### config.mk
export PLATFORM = sky130hd
export DESIGN_NAME = adc_scan_ctrl
export DESIGN_NICKNAME = d
export VERILOG_FILES = /design/src/rtl/adc_scan_ctrl.sv
export SDC_FILE = /design/constraint.sdc
export NUM_CORES = 1
export LEC_CHECK = 0
export CAP_MARGIN = 20
export CORE_ASPECT_RATIO = 1.1
export CORE_MARGIN = 5
export CORE_UTILIZATION = 54
export CTS_CLUSTER_DIAMETER = 150
export DETAILED_ROUTE_END_ITERATION = 8
export PLACE_DENSITY_LB_ADDON = 0.2
export SLEW_MARGIN = 30
export SYNTH_ARGS = -nofsm -noshare
export SYNTH_HDL_FRONTEND = slang
export SYNTH_SLANG_ARGS = --single-unit
### constraint.sdc
create_clock -name clk -period 4.6 [get_ports clk]
set_input_delay 0.92 -clock clk [delete_from_list [all_inputs] [get_ports clk]]
set_output_delay 0.92 -clock clk [all_outputs]
set_load 0.02 [all_outputs]
### src/rtl/adc_scan_ctrl.sv
// Round-robin scan controller for an ADC083x-style serial ADC, with a registered
// bus slave exposing per-channel results, control, status and a frame counter.
module adc_scan_ctrl #(
    parameter int NCH     = 4,
    parameter int RES     = 8,
    parameter int MUX_W   = 3,
    parameter int CLK_DIV = 512,
    parameter int ADDR_W  = 4
) (
    input  logic              clk,
    input  logic              reset_n,
    input  logic              bus_cs_n,
    input  logic              read_n,
    input  logic              write_n,
    input  logic [ADDR_W-1:0] addr,
    input  logic [15:0]       writedata,
    output logic [15:0]       readdata,
    output logic              adc_cs_n,
    output logic              adc_sclk,
    output logic              adc_din,
    input  logic              adc_dout,
    input  logic              adc_sars
);
    localparam int CMD_N = 2 + MUX_W;
    localparam int DIV_W = $clog2(CLK_DIV);

    localparam logic [2:0] S_IDLE   = 3'd0;
    localparam logic [2:0] S_CMD    = 3'd1;
    localparam logic [2:0] S_SETTLE = 3'd2;
    localparam logic [2:0] S_DATA   = 3'd3;
    localparam logic [2:0] S_DONE   = 3'd4;

    logic [DIV_W-1:0] r_div;
    logic [2:0]       r_state;
    logic [2:0]       r_ch;
    logic             r_idle_cnt;
    logic [4:0]       r_bit;
    logic [RES-1:0]   r_shreg;
    logic [RES-1:0]   r_result [NCH];
    logic [NCH-1:0]   r_new;
    logic             r_en;
    logic [NCH-1:0]   r_mask;
    logic [15:0]      r_scancnt;
    logic             r_sars_meta;
    logic             r_sars_sync;
    logic [15:0]      r_readdata;
    logic             r_cs_n;
    logic             r_sclk;
    logic             r_din;

    logic        w_tick;
    logic        w_go;
    logic        w_done;
    logic        w_rd;
    logic        w_wr;
    logic [2:0]  w_next_ch;
    logic [7:0]  w_mask8;
    logic [15:0] w_ch_val;
    logic [15:0] w_ctrl_val;
    logic [15:0] w_rd_val;
    logic        w_unused;

    // Mux field carries the channel index LSB first, i.e. left-aligned in the field.
    function automatic logic cmd_bit(input logic [2:0] ch, input logic [4:0] idx);
        logic [4:0] k;
        logic       b;
        k = idx - 5'd2;
        if (idx < 5'd2) begin
            b = 1'b1;
        end else begin
            case (k)
                5'd0:    b = ch[0];
                5'd1:    b = ch[1];
                5'd2:    b = ch[2];
                default: b = 1'b0;
            endcase
        end
        return b;
    endfunction

    assign w_tick   = (r_div == DIV_W'(CLK_DIV - 1));
    assign w_go     = r_en && (r_mask != {NCH{1'b0}});
    assign w_done   = (r_state == S_DONE);
    assign w_rd     = !bus_cs_n && !read_n;
    assign w_wr     = !bus_cs_n && !write_n;
    assign w_mask8  = 8'(r_mask);
    assign w_unused = ^writedata[14:NCH];

    assign readdata = r_readdata;
    assign adc_cs_n = r_cs_n;
    assign adc_sclk = r_sclk;
    assign adc_din  = r_din;

    // Tick divider: one tick per CLK_DIV clk cycles.
    always_ff @(posedge clk or negedge reset_n) begin
        if (!reset_n) begin
            r_div <= {DIV_W{1'b0}};
        end else if (w_tick) begin
            r_div <= {DIV_W{1'b0}};
        end else begin
            r_div <= r_div + DIV_W'(1);
        end
    end

    // Next channel: lowest enabled index above the last one, wrapping (smallest step wins).
    always_comb begin
        logic [3:0] v_idx;
        w_next_ch = r_ch;
        v_idx     = 4'd0;
        for (int i = NCH; i >= 1; i--) begin
            v_idx     = {1'b0, r_ch} + 4'(i);
            v_idx     = (v_idx >= 4'(NCH)) ? (v_idx - 4'(NCH)) : v_idx;
            w_next_ch = w_mask8[v_idx[2:0]] ? v_idx[2:0] : w_next_ch;
        end
    end

    // Frame sequencer; pins move only on tick, DONE is a single clk cycle.
    always_ff @(posedge clk or negedge reset_n) begin
        if (!reset_n) begin
            r_state    <= S_IDLE;
            r_ch       <= 3'd0;
            r_idle_cnt <= 1'b0;
            r_bit      <= 5'd0;
            r_shreg    <= {RES{1'b0}};
            r_cs_n     <= 1'b1;
            r_sclk     <= 1'b0;
            r_din      <= 1'b0;
        end else begin
            case (r_state)
                S_IDLE: if (w_tick) begin
                    if (!r_idle_cnt) begin
                        r_idle_cnt <= 1'b1;
                    end else if (w_go) begin
                        r_ch    <= w_next_ch;
                        r_cs_n  <= 1'b0;
                        r_din   <= 1'b1;
                        r_bit   <= 5'd0;
                        r_state <= S_CMD;
                    end
                end
                S_CMD: if (w_tick) begin
                    if (!r_sclk) begin
                        r_sclk <= 1'b1;
                    end else begin
                        r_sclk <= 1'b0;
                        if (r_bit == 5'(CMD_N - 1)) begin
                            r_din   <= 1'b0;
                            r_state <= S_SETTLE;
                        end else begin
                            r_bit <= r_bit + 5'd1;
                            r_din <= cmd_bit(r_ch, r_bit + 5'd1);
                        end
                    end
                end
                S_SETTLE: if (w_tick) begin
                    if (!r_sclk) begin
                        r_sclk <= 1'b1;
                    end else begin
                        r_sclk  <= 1'b0;
                        r_bit   <= 5'd0;
                        r_state <= S_DATA;
                    end
                end
                S_DATA: if (w_tick) begin
                    if (!r_sclk) begin
                        r_sclk  <= 1'b1;
                        r_shreg <= RES'({r_shreg, adc_dout});
                    end else begin
                        r_sclk <= 1'b0;
                        if (r_bit == 5'(RES - 1)) begin
                            r_cs_n  <= 1'b1;
                            r_state <= S_DONE;
                        end else begin
                            r_bit <= r_bit + 5'd1;
                        end
                    end
                end
                S_DONE: begin
                    r_idle_cnt <= 1'b0;
                    r_state    <= S_IDLE;
                end
                default: begin
                    r_idle_cnt <= 1'b0;
                    r_cs_n     <= 1'b1;
                    r_sclk     <= 1'b0;
                    r_din      <= 1'b0;
                    r_state    <= S_IDLE;
                end
            endcase
        end
    end

    // Result store; a completing frame sets NEW even when a read clears it in the same cycle.
    always_ff @(posedge clk or negedge reset_n) begin
        if (!reset_n) begin
            for (int i = 0; i < NCH; i++) begin
                r_result[i] <= {RES{1'b0}};
            end
            r_new     <= {NCH{1'b0}};
            r_scancnt <= 16'd0;
        end else begin
            if (w_done) begin
                r_scancnt <= r_scancnt + 16'd1;
            end
            for (int i = 0; i < NCH; i++) begin
                if (w_done && (r_ch == 3'(i))) begin
                    r_result[i] <= r_shreg;
                    r_new[i]    <= 1'b1;
                end else if (w_rd && (addr == ADDR_W'(i))) begin
                    r_new[i] <= 1'b0;
                end
            end
        end
    end

    // Control register, SARS synchroniser and registered read port.
    always_ff @(posedge clk or negedge reset_n) begin
        if (!reset_n) begin
            r_en        <= 1'b0;
            r_mask      <= {NCH{1'b0}};
            r_sars_meta <= 1'b0;
            r_sars_sync <= 1'b0;
            r_readdata  <= 16'd0;
        end else begin
            r_sars_meta <= adc_sars;
            r_sars_sync <= r_sars_meta;
            if (w_wr && (addr == ADDR_W'(NCH))) begin
                r_en   <= writedata[15];
                r_mask <= writedata[NCH-1:0];
            end
            if (w_rd) begin
                r_readdata <= w_rd_val;
            end
        end
    end

    // Read mux built from pre-update register values.
    always_comb begin
        logic [15:0] v_ch;
        w_ch_val = 16'd0;
        v_ch     = 16'd0;
        for (int i = 0; i < NCH; i++) begin
            v_ch           = 16'd0;
            v_ch[15]       = r_new[i];
            v_ch[RES-1:0]  = r_result[i];
            w_ch_val       = (addr == ADDR_W'(i)) ? v_ch : w_ch_val;
        end
        w_ctrl_val          = 16'd0;
        w_ctrl_val[15]      = r_en;
        w_ctrl_val[NCH-1:0] = r_mask;
        case (addr)
            ADDR_W'(NCH):     w_rd_val = w_ctrl_val;
            ADDR_W'(NCH + 1): w_rd_val = {(r_state != S_IDLE), r_sars_sync, 11'd0, r_ch};
            ADDR_W'(NCH + 2): w_rd_val = r_scancnt;
            default:          w_rd_val = w_ch_val;
        endcase
    end
endmodule
After elaboration in Yosys (flattened, before gate mapping). Cells that the tools add are included.

Bits of input ports: 27. Word-level logic and storage cells: 195. Register bits after elaboration: 107. Output and inout port bits: 19.

Bitwise logic cells: 5. Equality and inequality tests: 32. $lt $le $gt $ge: 9. Reductions and logical operators: 39. Muxes and demuxes: 75. $add $sub $neg: 12.

Operators by type and width (number): $mux 16 (4); $mux 3 (19); $mux 5 (11); $pmux 16 s3 (1); $mux 1 (28); $ne 2x2->1 const B (13); $pmux 5 s4 (1); $add 16x1->16 const B (1); $ge 4x3->1 const B (4); $lt 3x4->1 const B (4); $bmux 1 s3 (4); $eq 3x2->1 const B (4); $eq 4x3->1 const B (3); $logic_and 1x1->1 (12); $pmux 3 s4 (1); $reduce_and 12->1 (1); $reduce_bool 4->1 (3); $sub 3x3->3 const B (4); $reduce_and 11->1 (1); $eq 5x3->1 const B (2); $add 9x1->9 const B (1); $eq 9x9->1 const B (1); $mux 9 (1); $pmux 1 s3 (3); other kinds (28) (45).

Longest topological paths before layout. Gate-level depths: netlist of the first run.

Depth after elaboration: 9. Gate-level depth with buffers: 10. Depth with buffers taken out: 9.

Worst setup path before layout of the first run. OpenSTA, ideal clock, no wires.

Kind: reg2reg. From: reg r_div[3]. To: reg r_shreg[0]. Setup slack: 2.328 ns. Library setup time: 0.125 ns. Path buffers: 1. Required time: 4.475 ns. Arrival: 2.147 ns. Clock period less this slack: 2.272 ns. Stages on the path, launching flop included: 9. Path through: dfrtp_1 -> and3_1 -> and3_1 -> and3_1 -> ha_1 -> clkbuf_1 -> nand2b_1 -> nor3_2 -> mux2_2.

Longest elaborated chain between the ends: 2.

Ends and longest elaborated chain: start: declaration (RTL line 33) `logic [DIV_W-1:0] r_div;`; start signal: assignment (RTL line 97) `r_div <= {DIV_W{1'b0}};`; start signal: assignment (RTL line 99) `r_div <= {DIV_W{1'b0}};`; start signal: assignment (RTL line 101) `r_div <= r_div + DIV_W'(1);`; $eq 9x9->1 (RTL line 81) `assign w_tick = (r_div == DIV_W'(CLK_DIV - 1));`; $reduce_and 3->1 (no line); end signal: assignment (RTL line 124) `r_shreg <= {RES{1'b0}};`; end signal: assignment (RTL line 167) `r_shreg <= RES'({r_shreg, adc_dout});`; end: declaration (RTL line 38) `logic [RES-1:0] r_shreg;`.

No other way between the ends. A chain may end at the register's enable or synchronous reset.

Worst setup path after layout of the first run.
From: reg r_div[0]. To: reg r_shreg[3].

Same word-level chain as after synthesis.

==> impl_metrics.prom, run 1 <==
# TYPE chip_impl_metric gauge
chip_impl_metric{name="cts.reportedPaths.clkPinSlew",unit="ps"} 100
chip_impl_metric{name="synth_register_bits",unit=""} 107
chip_impl_metric{name="setup_viols_final",unit=""} 0
chip_impl_info{name="hold_class",value="flop to flop"} 1
chip_impl_info{name="hold_path_end",value="r_sars_sync"} 1
chip_impl_metric{name="cp_max_fo",unit=""} 16
chip_impl_metric{name="setup.reg_to_reg.worst_slack",unit="ps"} 1750
chip_impl_info{name="synth.cells.most_frequent",value="sky130_fd_sc_hd__dfrtp_1 (106), sky130_fd_sc_hd__mux2_2 (43), sky130_fd_sc_hd__nor2_1 (34), sky130_fd_sc_hd__nand2_1 (26), sky130_fd_sc_hd__xnor2_1 (16)"} 1
chip_impl_metric{name="worst_rel_slew_slack",unit=""} 0.4980
chip_impl_metric{name="critPathArrivalTime",unit="ps"} 3110
chip_impl_info{name="post-synth-top-count-cell",value="sky130_fd_sc_hd__dfrtp_1"} 1
chip_impl_metric{name="num_io_pins",unit=""} 46
chip_impl_metric{name="antenna_found_initial",unit=""} 0
chip_impl_info{name="r2r_start",value="r_div[0]"} 1
chip_impl_metric{name="synthArstFlopShare",unit=""} 1.000
chip_impl_metric{name="sinks_on_clock_net",unit=""} 107
chip_impl_metric{name="whs",unit="ps"} 367.3
chip_impl_metric{name="placement_rows",unit=""} 37
chip_impl_metric{name="wire_per_inst",unit="microns"} 16.86
chip_impl_metric{name="antenna_cells",unit=""} 0
chip_impl_info{name="grt_setup_unrepaired",value="no"} 1
chip_impl_metric{name="area_growth_syn_to_layout",unit="%"} 11.20
chip_impl_metric{name="remaining_overflow_grt",unit=""} 0
chip_impl_metric{name="worstRegToRegCells",unit=""} 7
chip_impl_metric{name="detail_route.wirelength",unit="microns"} 9780
chip_impl_metric{name="grt_max_degree",unit=""} 82
chip_impl_metric{name="cap_viol_max_count",unit=""} 0
chip_impl_metric{name="detail_routed_via_count_per_cell",unit=""} 5.816
chip_impl_metric{name="via_count",unit=""} 3373
chip_impl_metric{name="static-leakage-power",unit="nW"} 2.629
chip_impl_info{name="synth_top_flop_cell",value="sky130_fd_sc_hd__dfrtp_1"} 1
chip_impl_metric{name="cts_hold_buffers",unit=""} 0
chip_impl_metric{name="grt_first_pass_wirelength",unit="microns"} 16820
chip_impl_metric{name="finish.utilization",unit=""} 0.6149
chip_impl_info{name="critPathKind",value="flop to flop"} 1
chip_impl_metric{name="post-route-min-period",unit="ps"} 2850
chip_impl_metric{name="clock_insertion_delay_worst_skew",unit="ps"} 370
chip_impl_info{name="worstSetupEndpointType",value="flop"} 1
chip_impl_metric{name="post_cts_buffers",unit=""} 0
chip_impl_metric{name="finalWeightedCongestion",unit=""} 0.7898
chip_impl_info{name="cts_tree",value="done"} 1
chip_impl_metric{name="clock_tree.buffer_depth",unit=""} 2
chip_impl_info{name="post-synth-top-area-cell",value="sky130_fd_sc_hd__dfrtp_1"} 1
chip_impl_metric{name="syn_area_per_cell",unit="sq um"} 12.03
chip_impl_metric{name="design.final.nets",unit=""} 499
chip_impl_metric{name="ctsHtreeMaxLevel",unit=""} 3
chip_impl_metric{name="cts-resized-gates",unit=""} 0
chip_impl_info{name="startpoint_type",value="flop"} 1
chip_impl_metric{name="tightestPinTransition",unit="ps"} 753.0
chip_impl_metric{name="pre_antenna_drt_iters",unit=""} 6
chip_impl_metric{name="report.final.slew_viol_count",unit=""} 0
chip_impl_metric{name="die_h",unit="microns"} 112.6
chip_impl_metric{name="floorplan.core_area",unit="sq um"} 9351
chip_impl_metric{name="area_of_the_die",unit="sq um"} 11640
chip_impl_metric{name="starting_drc_count_in_detailed_routing",unit=""} 122
chip_impl_info{name="endpoint_of_the_worst_register_to_register_path",value="r_shreg[3]"} 1
chip_impl_metric{name="timing.final.crit_share",unit=""} 0.6195
chip_impl_info{name="outcome",value="finished, final reports clean"} 1
chip_impl_metric{name="final-hold-violation-count",unit=""} 0
chip_impl_metric{name="vias_in_the_first_global_route",unit=""} 3365
chip_impl_metric{name="number_of_enable_flip_flop_cells_after_synthesis",unit=""} 0
chip_impl_info{name="synthTopCellsByArea",value="sky130_fd_sc_hd__dfrtp_1 (51%), sky130_fd_sc_hd__mux2_2 (9.4%), sky130_fd_sc_hd__mux4_2 (4.8%), sky130_fd_sc_hd__ha_1 (3.4%), sky130_fd_sc_hd__xnor2_1 (2.7%)"} 1
chip_impl_metric{name="post-dp-hpwl",unit="microns"} 6848
chip_impl_metric{name="ir_worst_vdd",unit="mV"} 0.1515
chip_impl_metric{name="power.density_cell_area",unit="nW/um^2"} 282.4
chip_impl_metric{name="groute.usage.overall",unit=""} 0.1834
chip_impl_metric{name="netlist_area",unit="sq um"} 5171
chip_impl_metric{name="drc_errors",unit=""} 0
chip_impl_metric{name="cts_inserted_buffers",unit=""} 9
chip_impl_metric{name="finalPower",unit="W"} 0.001624
chip_impl_info{name="worstHoldStart",value="r_sars_meta"} 1
chip_impl_metric{name="skew",unit="ps"} 10.86
chip_impl_metric{name="synth_top_cell_area_share",unit=""} 0.5129
chip_impl_metric{name="route.antenna.remaining_nets",unit=""} 0
chip_impl_metric{name="die_w",unit="microns"} 103.3
chip_impl_metric{name="critical_path_required",unit="ps"} 4860
chip_impl_metric{name="setup-tns-final",unit="ps"} 0
chip_impl_metric{name="floorplan.initialDensity",unit=""} 0.5530
chip_impl_metric{name="netlist-cell-type-count",unit=""} 50
chip_impl_info{name="cts_root_buf",value="sky130_fd_sc_hd__clkbuf_8"} 1
chip_impl_metric{name="gate_count_post_synth",unit=""} 430
chip_impl_metric{name="post_route_cells_drive_above_1_share",unit=""} 0.1879
chip_impl_metric{name="synth_warnings",unit=""} 0
chip_impl_metric{name="timing.hold.worst_path_depth",unit=""} 0
chip_impl_metric{name="number_of_nets_in_the_synthesized_netlist",unit=""} 471
chip_impl_metric{name="synth.yosys.seq_area_share",unit=""} 0.5180
chip_impl_metric{name="max_freq",unit="MHz"} 350.9
chip_impl_metric{name="numPortBuffers",unit=""} 34
worst max-delay path by stage:
stage | start | slack, ps | to
after floorplan | r_div[3] | 2330 | r_shreg[0]
after global placement | addr[1] | 1380 | readdata[4]
after detailed placement | addr[1] | 1370 | readdata[15]
after CTS | addr[1] | 1750 | readdata[15]
after global routing | r_div[0] | 1550 | r_shreg[5]
final | r_div[0] | 1750 | r_shreg[3]
sequential cells by signal (all words and copies together) (netlist names), named ones only:
signal and count:
r_scancnt 16, r_en 1, r_bit 5, readdata 16, r_div 9, adc_din 1
r_shreg 8, r_ch 2, r_sars_sync 1, adc_sclk 1, r_result 32, r_mask 4
r_state 3, r_idle_cnt 1, adc_cs_n 1, r_new 4, r_sars_meta 1
kinds of logic (layout without fill, tap and decap cells):
| kind of cell | Yosys count | count (layout) | synth area share |
|---|---|---|---|
| buffers and inverters | 32 | 65 | 0.02758 |
| DFF | 107 | 107 | 0.5180 |
| xor gates and xnor gates | 27 | 27 | 0.04573 |
| AOI/OAI and AO/OA | 58 | 58 | 0.08009 |
| adders and majority gates | 15 | 15 | 0.03581 |
| muxes | 69 | 69 | 0.1715 |
| and+or+nand+nor | 122 | 122 | 0.1212 |
metal layers:
layer  global-route usage  wire (microns)  vias to the layer above
met2               0.2816            4751                       59
li1                     -               -                     1598
met3              0.03232             326                       13
met4              0.06649             184                        0
met1               0.2607            4519                     1703
met5                    0               0                        -
critical path, cell delays in order, from the launching register on:
cell and delay [ps]:
sky130_fd_sc_hd__dfrtp_1 380, sky130_fd_sc_hd__ha_1 210, sky130_fd_sc_hd__and3_1 200, sky130_fd_sc_hd__and3_1 160, sky130_fd_sc_hd__ha_1 510, sky130_fd_sc_hd__nand2b_1 250
sky130_fd_sc_hd__nor3_2 610, sky130_fd_sc_hd__mux2_2 410
per-stage QoR:
step,std cells,area [sq um],worst slack (ps)
6_report,580,5751,1750
3_3_place_gp,564,5573,1382
4_1_cts,580,5761,1748
2_1_floorplan,430,5171,2328
5_1_grt,580,5751,1552
3_5_place_dp,564,5577,1365
cells in the final DEF (no fill, tap or decap), types with 2 or more instances in the layout:
cell                                n
sky130_fd_sc_hd__a21oi_1           11
sky130_fd_sc_hd__a222oi_1           5
sky130_fd_sc_hd__a22o_1            11
sky130_fd_sc_hd__and2_1             3
sky130_fd_sc_hd__and3_1             8
sky130_fd_sc_hd__buf_2              2
sky130_fd_sc_hd__clkbuf_8           9
sky130_fd_sc_hd__clkdlybuf4s50_1   31
sky130_fd_sc_hd__clkinv_4           2
sky130_fd_sc_hd__clkinvlp_4         3
sky130_fd_sc_hd__dfrtp_1          106
sky130_fd_sc_hd__ha_1              14
sky130_fd_sc_hd__inv_1             13
sky130_fd_sc_hd__mux2_1             4
sky130_fd_sc_hd__mux2_2            43
sky130_fd_sc_hd__mux2i_1           11
sky130_fd_sc_hd__mux4_2            11
sky130_fd_sc_hd__nand2_1           26
sky130_fd_sc_hd__nand2_2            4
sky130_fd_sc_hd__nand2b_1           6
sky130_fd_sc_hd__nand3_1            9
sky130_fd_sc_hd__nand4_1            7
sky130_fd_sc_hd__nor2_1            34
sky130_fd_sc_hd__nor2b_1            6
sky130_fd_sc_hd__nor3_1             6
sky130_fd_sc_hd__nor3_2             2
sky130_fd_sc_hd__nor4_2             2
sky130_fd_sc_hd__o21ai_0           10
sky130_fd_sc_hd__o21ai_1            4
sky130_fd_sc_hd__o22ai_1            3
sky130_fd_sc_hd__o31ai_1            5
sky130_fd_sc_hd__o41ai_1            2
sky130_fd_sc_hd__or3_1              2
sky130_fd_sc_hd__xnor2_1           16
sky130_fd_sc_hd__xor2_1            11
final cells by class:
class                      count  area [sq um]
timing repair buffer          35         339.1
clock inverter                 7         60.06
tap                          117         146.4
sequential                   107          2679
fill                         755          3601
inverter                      14         52.55
clock buffer                   9         123.9
multi-input combinational    291          2350
power by group:
group | switching (W) | total, W | internal, W | leakage [nW]
Clock | 0.000333 | 0.000537 | 0.000204 | 0.0840
Sequential | 0.0000196 | 0.000975 | 0.000955 | 1.46
Combinational | 0.0000627 | 0.000112 | 0.0000496 | 1.08
Total | 0.000415 | 0.00162 | 0.00121 | 2.63
No activity file was read; power rests on OpenSTA's default activity.
==> run 2: changes to the inputs <==
==> constraint.sdc (replaced) <==
create_clock -name clk -period 2.68 [get_ports clk]
set_input_delay 0.536 -clock clk [delete_from_list [all_inputs] [get_ports clk]]
set_output_delay 0.536 -clock clk [all_outputs]
set_load 0.02 [all_outputs]
==> run 2 against run 1 <==
Clock power increased by 80%. Sequential share of layout area decreased by 1.1 points. First-iteration DRC count shrank 12%. Final area is 2.5% higher. Global-route usage is 0.88 points higher. Critical path type unchanged.
==> impl_metrics.prom, run 2 (synthesized netlist as in run 1, its figures left out) <==
# TYPE chip_impl_metric gauge
chip_impl_info{name="outcome",value="finished, final reports clean"} 1
chip_impl_metric{name="post-route-min-period",unit="ps"} 2273
chip_impl_metric{name="logic_gate_share_of_total_power",unit=""} 0.072
chip_impl_metric{name="cap_viol_max_count",unit=""} 0
chip_impl_metric{name="final-hold-violation-count",unit=""} 0
chip_impl_metric{name="cts.reportedPaths.clkPinSlew",unit="ps"} 110
chip_impl_metric{name="worstRegToRegCells",unit=""} 9
chip_impl_metric{name="p_sw_frac",unit=""} 0.2640
chip_impl_metric{name="seqCellArea",unit="sq um"} 2679
chip_impl_metric{name="report.final.slew_viol_count",unit=""} 0
chip_impl_metric{name="detail_route.wirelength",unit="microns"} 10270
chip_impl_metric{name="antenna_found_initial",unit=""} 0
chip_impl_metric{name="route.antenna.remaining_nets",unit=""} 0
chip_impl_metric{name="grt_max_degree",unit=""} 30
chip_impl_metric{name="starting_drc_count_in_detailed_routing",unit=""} 107
chip_impl_metric{name="pre_antenna_drt_iters",unit=""} 4
chip_impl_metric{name="numPortBuffers",unit=""} 34
chip_impl_metric{name="setup_viols_final",unit=""} 0
chip_impl_metric{name="post-dp-hpwl",unit="microns"} 7417
chip_impl_metric{name="wire_per_inst",unit="microns"} 17.20
chip_impl_metric{name="timing.final.crit_share",unit=""} 0.8480
chip_impl_info{name="cts_tree",value="done"} 1
chip_impl_info{name="grt_setup_unrepaired",value="no"} 1
chip_impl_metric{name="remaining_overflow_grt",unit=""} 0
chip_impl_metric{name="area_growth_syn_to_layout",unit="%"} 13.98
chip_impl_metric{name="critPathArrivalTime",unit="ps"} 2580
chip_impl_metric{name="power.density_cell_area",unit="nW/um^2"} 483.2
chip_impl_metric{name="static-leakage-power",unit="nW"} 2.726
chip_impl_info{name="cts_root_buf",value="sky130_fd_sc_hd__clkbuf_8"} 1
chip_impl_metric{name="sinks_on_clock_net",unit=""} 107
chip_impl_metric{name="placement_rows",unit=""} 37
chip_impl_info{name="sequence_of_cells_on_the_critical_path",value="and3_1 > and3_1 > and3_1 > ha_1 > buf_4 > nor2b_1 > nand2_2 > or3_1 > o21ai_1"} 1
chip_impl_info{name="hold_class",value="input port to async pin"} 1
chip_impl_metric{name="finalWeightedCongestion",unit=""} 0.8484
chip_impl_info{name="mostFrequentLayoutCells",value="sky130_fd_sc_hd__dfrtp_1 (106), sky130_fd_sc_hd__mux2_2 (43), sky130_fd_sc_hd__nor2_1 (34)"} 1
chip_impl_metric{name="setup-tns-final",unit="ps"} 0
chip_impl_metric{name="vias_in_the_first_global_route",unit=""} 3543
chip_impl_metric{name="internal_power",unit="W"} 0.002096
chip_impl_metric{name="tightestPinTransition",unit="ps"} 651.8
chip_impl_metric{name="skew",unit="ps"} 14.66
chip_impl_metric{name="multiInputGateArea",unit="sq um"} 2350
chip_impl_info{name="critical-path-top-cell-by-count",value="sky130_fd_sc_hd__and3_1"} 1
chip_impl_info{name="worstSetupEndpointType",value="flop"} 1
chip_impl_metric{name="cts_inserted_buffers",unit=""} 9
chip_impl_metric{name="worst_path_largest_cell_delay",unit="ps"} 420
chip_impl_metric{name="setup.reg_to_reg.worst_slack",unit="ps"} 410
chip_impl_metric{name="cp_max_fo",unit=""} 8
chip_impl_metric{name="largest_register_ff_count",unit=""} 32
chip_impl_metric{name="floorplan.initialDensity",unit=""} 0.5530
chip_impl_metric{name="cts-resized-gates",unit=""} 0
chip_impl_metric{name="floorplan.core_area",unit="sq um"} 9351
chip_impl_metric{name="crit_buf_inv",unit=""} 1
chip_impl_metric{name="worst_rel_slew_slack",unit=""} 0.5631
chip_impl_metric{name="detail_routed_via_count_per_cell",unit=""} 5.772
chip_impl_metric{name="antenna_cells",unit=""} 0
chip_impl_metric{name="grt_first_pass_wirelength",unit="microns"} 17730
chip_impl_metric{name="finalPower",unit="W"} 0.002848
chip_impl_metric{name="clock_tree.buffer_depth",unit=""} 2
chip_impl_metric{name="fillCellCount",unit=""} 745
chip_impl_info{name="critical_path.slowest_cell",value="sky130_fd_sc_hd__dfrtp_1"} 1
chip_impl_metric{name="die_w",unit="microns"} 103.3
chip_impl_metric{name="drc_errors",unit=""} 0
chip_impl_metric{name="p_sw",unit="W"} 0.0007518
chip_impl_metric{name="cts_hold_buffers",unit=""} 0
chip_impl_metric{name="die_h",unit="microns"} 112.6
chip_impl_metric{name="num_io_pins",unit=""} 46
chip_impl_info{name="max_flop_register",value="r_result"} 1
chip_impl_metric{name="max_freq",unit="MHz"} 440.0
chip_impl_metric{name="post_route_cells_drive_above_1_share",unit=""} 0.2125
chip_impl_metric{name="clock_insertion_delay_worst_skew",unit="ps"} 380
chip_impl_metric{name="area_of_the_die",unit="sq um"} 11640
chip_impl_metric{name="groute.usage.overall",unit=""} 0.1923
chip_impl_info{name="endpoint_of_the_worst_register_to_register_path",value="r_bit[0]"} 1
chip_impl_info{name="r2r_start",value="r_div[3]"} 1
chip_impl_metric{name="sequentialPowerShare",unit=""} 0.587
chip_impl_metric{name="share_clk_of_total_power",unit=""} 0.340
chip_impl_info{name="path_delay_family",value="simple AND/OR/NAND/NOR gates"} 1
chip_impl_metric{name="ctsHtreeMaxLevel",unit=""} 3
chip_impl_info{name="layout.cells.most_common",value="sky130_fd_sc_hd__dfrtp_1"} 1
chip_impl_metric{name="critical_path_required",unit="ps"} 2990
chip_impl_metric{name="design.final.nets",unit=""} 516
chip_impl_metric{name="post_cts_buffers",unit=""} 0
chip_impl_metric{name="ir_worst_vdd",unit="mV"} 0.2196
chip_impl_metric{name="via_count",unit=""} 3446
chip_impl_info{name="startpoint_type",value="flop"} 1
chip_impl_info{name="critPathKind",value="flop to flop"} 1
## run 2: final cells by class
type	count	area share
clock buffer	9	0.02101
clock inverter	7	0.01189
inverter	14	0.008915
multi-input combinational	291	0.3986
sequential	107	0.4545
tap	117	0.02484
timing repair buffer	52	0.08024
## run 2: how the worst max path moves through the flow
stage / from / end / cells past startpoint
final: r_div[3] / r_bit[0] / 9
after global routing: r_div[0] / r_bit[0] / 9
after CTS: r_div[3] / r_bit[0] / 9
after detailed placement: addr[0] / readdata[6] / 7
after global placement: addr[0] / readdata[4] / 7
after floorplan: r_div[3] / r_shreg[0] / 8
## run 2: worst reg2reg max path, delay by kind of cell (launching register included)
kind	cells	cell delay, ps
AO/OA/AOI/OAI	1	130
flip-flops	1	420
buffers and inverters	1	170
AND/OR/NAND/NOR	6	1320
adder cells (fa/ha/maj)	1	190
## run 2: stage by stage
step           setup slack [ps]  hold WS, ps  utilization  instances  area [sq um]
3_3_place_gp              338.9        344.0       0.6096        581          5700
5_1_grt                   227.2        76.20       0.6303        597          5894
3_5_place_dp              326.3        341.8       0.6096        581          5700
2_1_floorplan             407.7        240.4            -        430          5171
4_1_cts                   419.6        61.57       0.6303        597          5894
6_report                  407.3        56.88       0.6303        597          5894
## run 2: routing by layer
layer	track usage	up-vias	part of all wire	wire, microns
li1	-	1634	-	-
met1	0.2694	1733	0.46	4756
met2	0.3000	63	0.48	4943
met3	0.03170	16	0.035	363
met4	0.07081	0	0.020	208
met5	0	-	0	0
## run 2: power groups by stage
stage | logic, W | clock network, W | registers (W)
after floorplan | 0.000109 | 0 | 0.00170
after global placement | 0.000201 | 0 | 0.00170
after detailed placement | 0.000207 | 0 | 0.00170
after CTS | 0.000209 | 0.000993 | 0.00167
after global routing | 0.000231 | 0.00106 | 0.00168
final | 0.000206 | 0.000969 | 0.00167
==> run 3: changes to the inputs <==
--- a/config.mk
+++ b/config.mk
@@ -8,7 +8,7 @@
 export CAP_MARGIN = 20
 export CORE_ASPECT_RATIO = 1.1
 export CORE_MARGIN = 5
-export CORE_UTILIZATION = 54
+export CORE_UTILIZATION = 52
 export CTS_CLUSTER_DIAMETER = 150
 export DETAILED_ROUTE_END_ITERATION = 8
 export PLACE_DENSITY_LB_ADDON = 0.2
==> constraint.sdc (replaced) <==
create_clock -name clk -period 2.05 [get_ports clk]
set_input_delay 0.41 -clock clk [delete_from_list [all_inputs] [get_ports clk]]
set_output_delay 0.41 -clock clk [all_outputs]
set_load 0.02 [all_outputs]
==> run 3 against run 2 <==
Register-to-register slack got worse by 290 ps. Final cell count rose by 4.4%. Clock power is 49% higher.
==> impl_metrics.prom, run 3 (synthesized netlist as in run 1, its figures left out) <==
# TYPE chip_impl_metric gauge
chip_impl_metric{name="design.final.nets",unit=""} 539
chip_impl_info{name="hold_class",value="input port to async pin"} 1
chip_impl_metric{name="clock_tree.buffer_depth",unit=""} 2
chip_impl_info{name="cts_root_buf",value="sky130_fd_sc_hd__clkbuf_8"} 1
chip_impl_metric{name="max_freq",unit="MHz"} 516.2
chip_impl_metric{name="fillCellCount",unit=""} 769
chip_impl_metric{name="ir_worst_vdd",unit="mV"} 0.3512
chip_impl_metric{name="floorplan.initialDensity",unit=""} 0.5280
chip_impl_metric{name="static-leakage-power",unit="nW"} 2.878
chip_impl_metric{name="setup_viols_final",unit=""} 0
chip_impl_metric{name="crit_buf_inv",unit=""} 1
chip_impl_metric{name="drc_errors",unit=""} 0
chip_impl_info{name="cts_tree",value="done"} 1
chip_impl_info{name="grt_setup_unrepaired",value="no"} 1
chip_impl_metric{name="place.detailed.instances",unit=""} 606
chip_impl_metric{name="route.antenna.remaining_nets",unit=""} 0
chip_impl_metric{name="detail_route.wirelength",unit="microns"} 10510
chip_impl_metric{name="antenna_found_initial",unit=""} 0
chip_impl_metric{name="worstRegToRegCells",unit=""} 7
chip_impl_metric{name="detail_routed_via_count_per_cell",unit=""} 5.624
chip_impl_metric{name="ctsHtreeMaxLevel",unit=""} 3
chip_impl_metric{name="remaining_overflow_grt",unit=""} 0
chip_impl_metric{name="via_count",unit=""} 3504
chip_impl_metric{name="worst_rel_slew_slack",unit=""} 0.5734
chip_impl_metric{name="floorplan.core_area",unit="sq um"} 9794
chip_impl_metric{name="grt_max_degree",unit=""} 45
chip_impl_info{name="max_flop_register",value="r_result"} 1
chip_impl_metric{name="antenna_cells",unit=""} 0
chip_impl_metric{name="worst_path_largest_cell_delay",unit="ps"} 530
chip_impl_metric{name="setup.reg_to_reg.worst_slack",unit="ps"} 110
chip_impl_metric{name="cts_hold_buffers",unit=""} 0
chip_impl_metric{name="finalWeightedCongestion",unit=""} 0.8379
chip_impl_metric{name="power.density_cell_area",unit="nW/um^2"} 628.6
chip_impl_info{name="critical_path.slowest_cell",value="sky130_fd_sc_hd__mux4_2"} 1
chip_impl_metric{name="tightestPinTransition",unit="ps"} 636.5
chip_impl_metric{name="final-hold-violation-count",unit=""} 0
chip_impl_metric{name="cap_viol_max_count",unit=""} 0
chip_impl_info{name="path_delay_family",value="multiplexers"} 1
chip_impl_metric{name="cp_max_fo",unit=""} 4
chip_impl_info{name="worstSetupEndpointType",value="flop"} 1
chip_impl_metric{name="post_layout_nonfiller_instances",unit=""} 623
chip_impl_metric{name="largest_register_ff_count",unit=""} 32
chip_impl_metric{name="post-dp-hpwl",unit="microns"} 7693
chip_impl_metric{name="post-route-min-period",unit="ps"} 1937
chip_impl_info{name="sequence_of_cells_on_the_critical_path",value="inv_2 > ha_4 > mux4_2 > o31ai_4 > nor3_1 > o32ai_2 > mux2i_1"} 1
chip_impl_metric{name="post_route_cells_drive_above_1_share",unit=""} 0.2763
chip_impl_metric{name="skew",unit="ps"} 13.90
chip_impl_metric{name="wire_per_inst",unit="microns"} 16.87
chip_impl_metric{name="die_h",unit="microns"} 114.6
chip_impl_info{name="r2r_start",value="r_ch[0]"} 1
chip_impl_metric{name="report.final.slew_viol_count",unit=""} 0
chip_impl_metric{name="finalPower",unit="W"} 0.003948
chip_impl_metric{name="cts_inserted_buffers",unit=""} 9
chip_impl_metric{name="clock_insertion_delay_worst_skew",unit="ps"} 380
chip_impl_metric{name="pre_antenna_drt_iters",unit=""} 4
chip_impl_metric{name="cts.reportedPaths.clkPinSlew",unit="ps"} 100
chip_impl_info{name="critPathKind",value="flop to flop"} 1
chip_impl_info{name="startpoint_type",value="flop"} 1
chip_impl_metric{name="groute.usage.overall",unit=""} 0.1881
chip_impl_metric{name="critPathArrivalTime",unit="ps"} 2190
chip_impl_metric{name="critical_path_required",unit="ps"} 2300
chip_impl_metric{name="timing.final.crit_share",unit=""} 0.9449
chip_impl_metric{name="placement_rows",unit=""} 38
chip_impl_metric{name="grt_first_pass_wirelength",unit="microns"} 18100
chip_impl_metric{name="area_growth_syn_to_layout",unit="%"} 21.46
chip_impl_metric{name="die_w",unit="microns"} 105.1
chip_impl_info{name="layout.cells.most_common",value="sky130_fd_sc_hd__dfrtp_1"} 1
chip_impl_metric{name="vias_in_the_first_global_route",unit=""} 3625
chip_impl_info{name="endpoint_of_the_worst_register_to_register_path",value="r_ch[1]"} 1
chip_impl_info{name="mostFrequentLayoutCells",value="sky130_fd_sc_hd__dfrtp_1 (104), sky130_fd_sc_hd__mux2_2 (43), sky130_fd_sc_hd__buf_4 (37)"} 1
chip_impl_metric{name="placement.cell_area",unit="sq um"} 5971
chip_impl_metric{name="total_non_filler_cell_area_in_the_finished_layout",unit="sq um"} 6281
chip_impl_metric{name="sinks_on_clock_net",unit=""} 107
chip_impl_metric{name="numPortBuffers",unit=""} 34
chip_impl_info{name="outcome",value="finished, final reports clean"} 1
chip_impl_metric{name="num_io_pins",unit=""} 46
chip_impl_metric{name="area_of_the_die",unit="sq um"} 12040
chip_impl_metric{name="starting_drc_count_in_detailed_routing",unit=""} 135
[run 3: cell types whose count changed in the layout (fill, tap and decap cells not counted), moves of 2 or more]
cell	before	now
sky130_fd_sc_hd__buf_12	0	5
sky130_fd_sc_hd__ha_4	0	3
sky130_fd_sc_hd__dfrtp_1	106	104
sky130_fd_sc_hd__clkinv_4	2	0
sky130_fd_sc_hd__clkbuf_8	9	11
sky130_fd_sc_hd__buf_4	19	37
sky130_fd_sc_hd__dfrtp_2	0	2
sky130_fd_sc_hd__ha_1	14	11
[run 3: routing by layer]
layer / track usage / share of wire / up-vias
li1: - / - / 1687
met5: 0 / 0 / -
met2: 0.3073 / 0.51 / 54
met1: 0.2467 / 0.44 / 1748
met4: 0.07502 / 0.020 / 0
met3: 0.03948 / 0.031 / 15
[run 3: worst max path at each step]
stage	startpoint	endpoint	cells past startpoint
2_1_floorplan	r_div[3]	r_bit[0]	9
3_3_place_gp	addr[0]	readdata[7]	7
3_5_place_dp	addr[0]	readdata[6]	7
4_1_cts	r_div[4]	r_ch[1]	8
5_1_grt	r_ch[0]	r_ch[1]	7
6_report	r_ch[0]	r_ch[1]	7
[run 3: what timing repair did]
action                     CTS  global route
pin swaps                    1             3
gates resized for setup      6             9
buffers inserted             0             1
setup endpoints to repair    4             5
[run 3: layout make-up]
type / instances / area (sq um) / share of cell area
clock buffers: 11 / 151.4 / 0.02410
clock inverters: 5 / 77.57 / 0.01235
inverters: 14 / 52.55 / 0.008367
multi-input cells: 291 / 2460 / 0.3916
flip-flops and latches: 107 / 2681 / 0.4269
well taps: 120 / 150.1 / 0.02390
repair buffers: 75 / 708.2 / 0.1127
[run 3: per-stage QoR]
step	TNS, ps	util	hold slack [ps]	worst slack [ps]
global route	0	0.6413	53.41	5.636
detailed placement	-1327	0.6096	340.5	-145.7
global placement	-980.7	0.6096	338.4	-108.3
CTS	0	0.6352	38.60	22.85
finish	0	0.6413	30.98	112.9
floorplan	0	-	114.4	6.386
[run 3: worst register-to-register path, cell delays in order, from the launching register on]
cell	delay, ps
sky130_fd_sc_hd__dfrtp_1	380
sky130_fd_sc_hd__inv_2	70
sky130_fd_sc_hd__ha_4	300
sky130_fd_sc_hd__mux4_2	530
sky130_fd_sc_hd__o31ai_4	100
sky130_fd_sc_hd__nor3_1	90
sky130_fd_sc_hd__o32ai_2	220
sky130_fd_sc_hd__mux2i_1	110
[run 3: report_power, final]
part	leakage (nW)	switching (W)	internal, W
registers	1.46	0.0000431	0.00214
clock network	0.117	0.000775	0.000664
logic	1.30	0.000162	0.000161
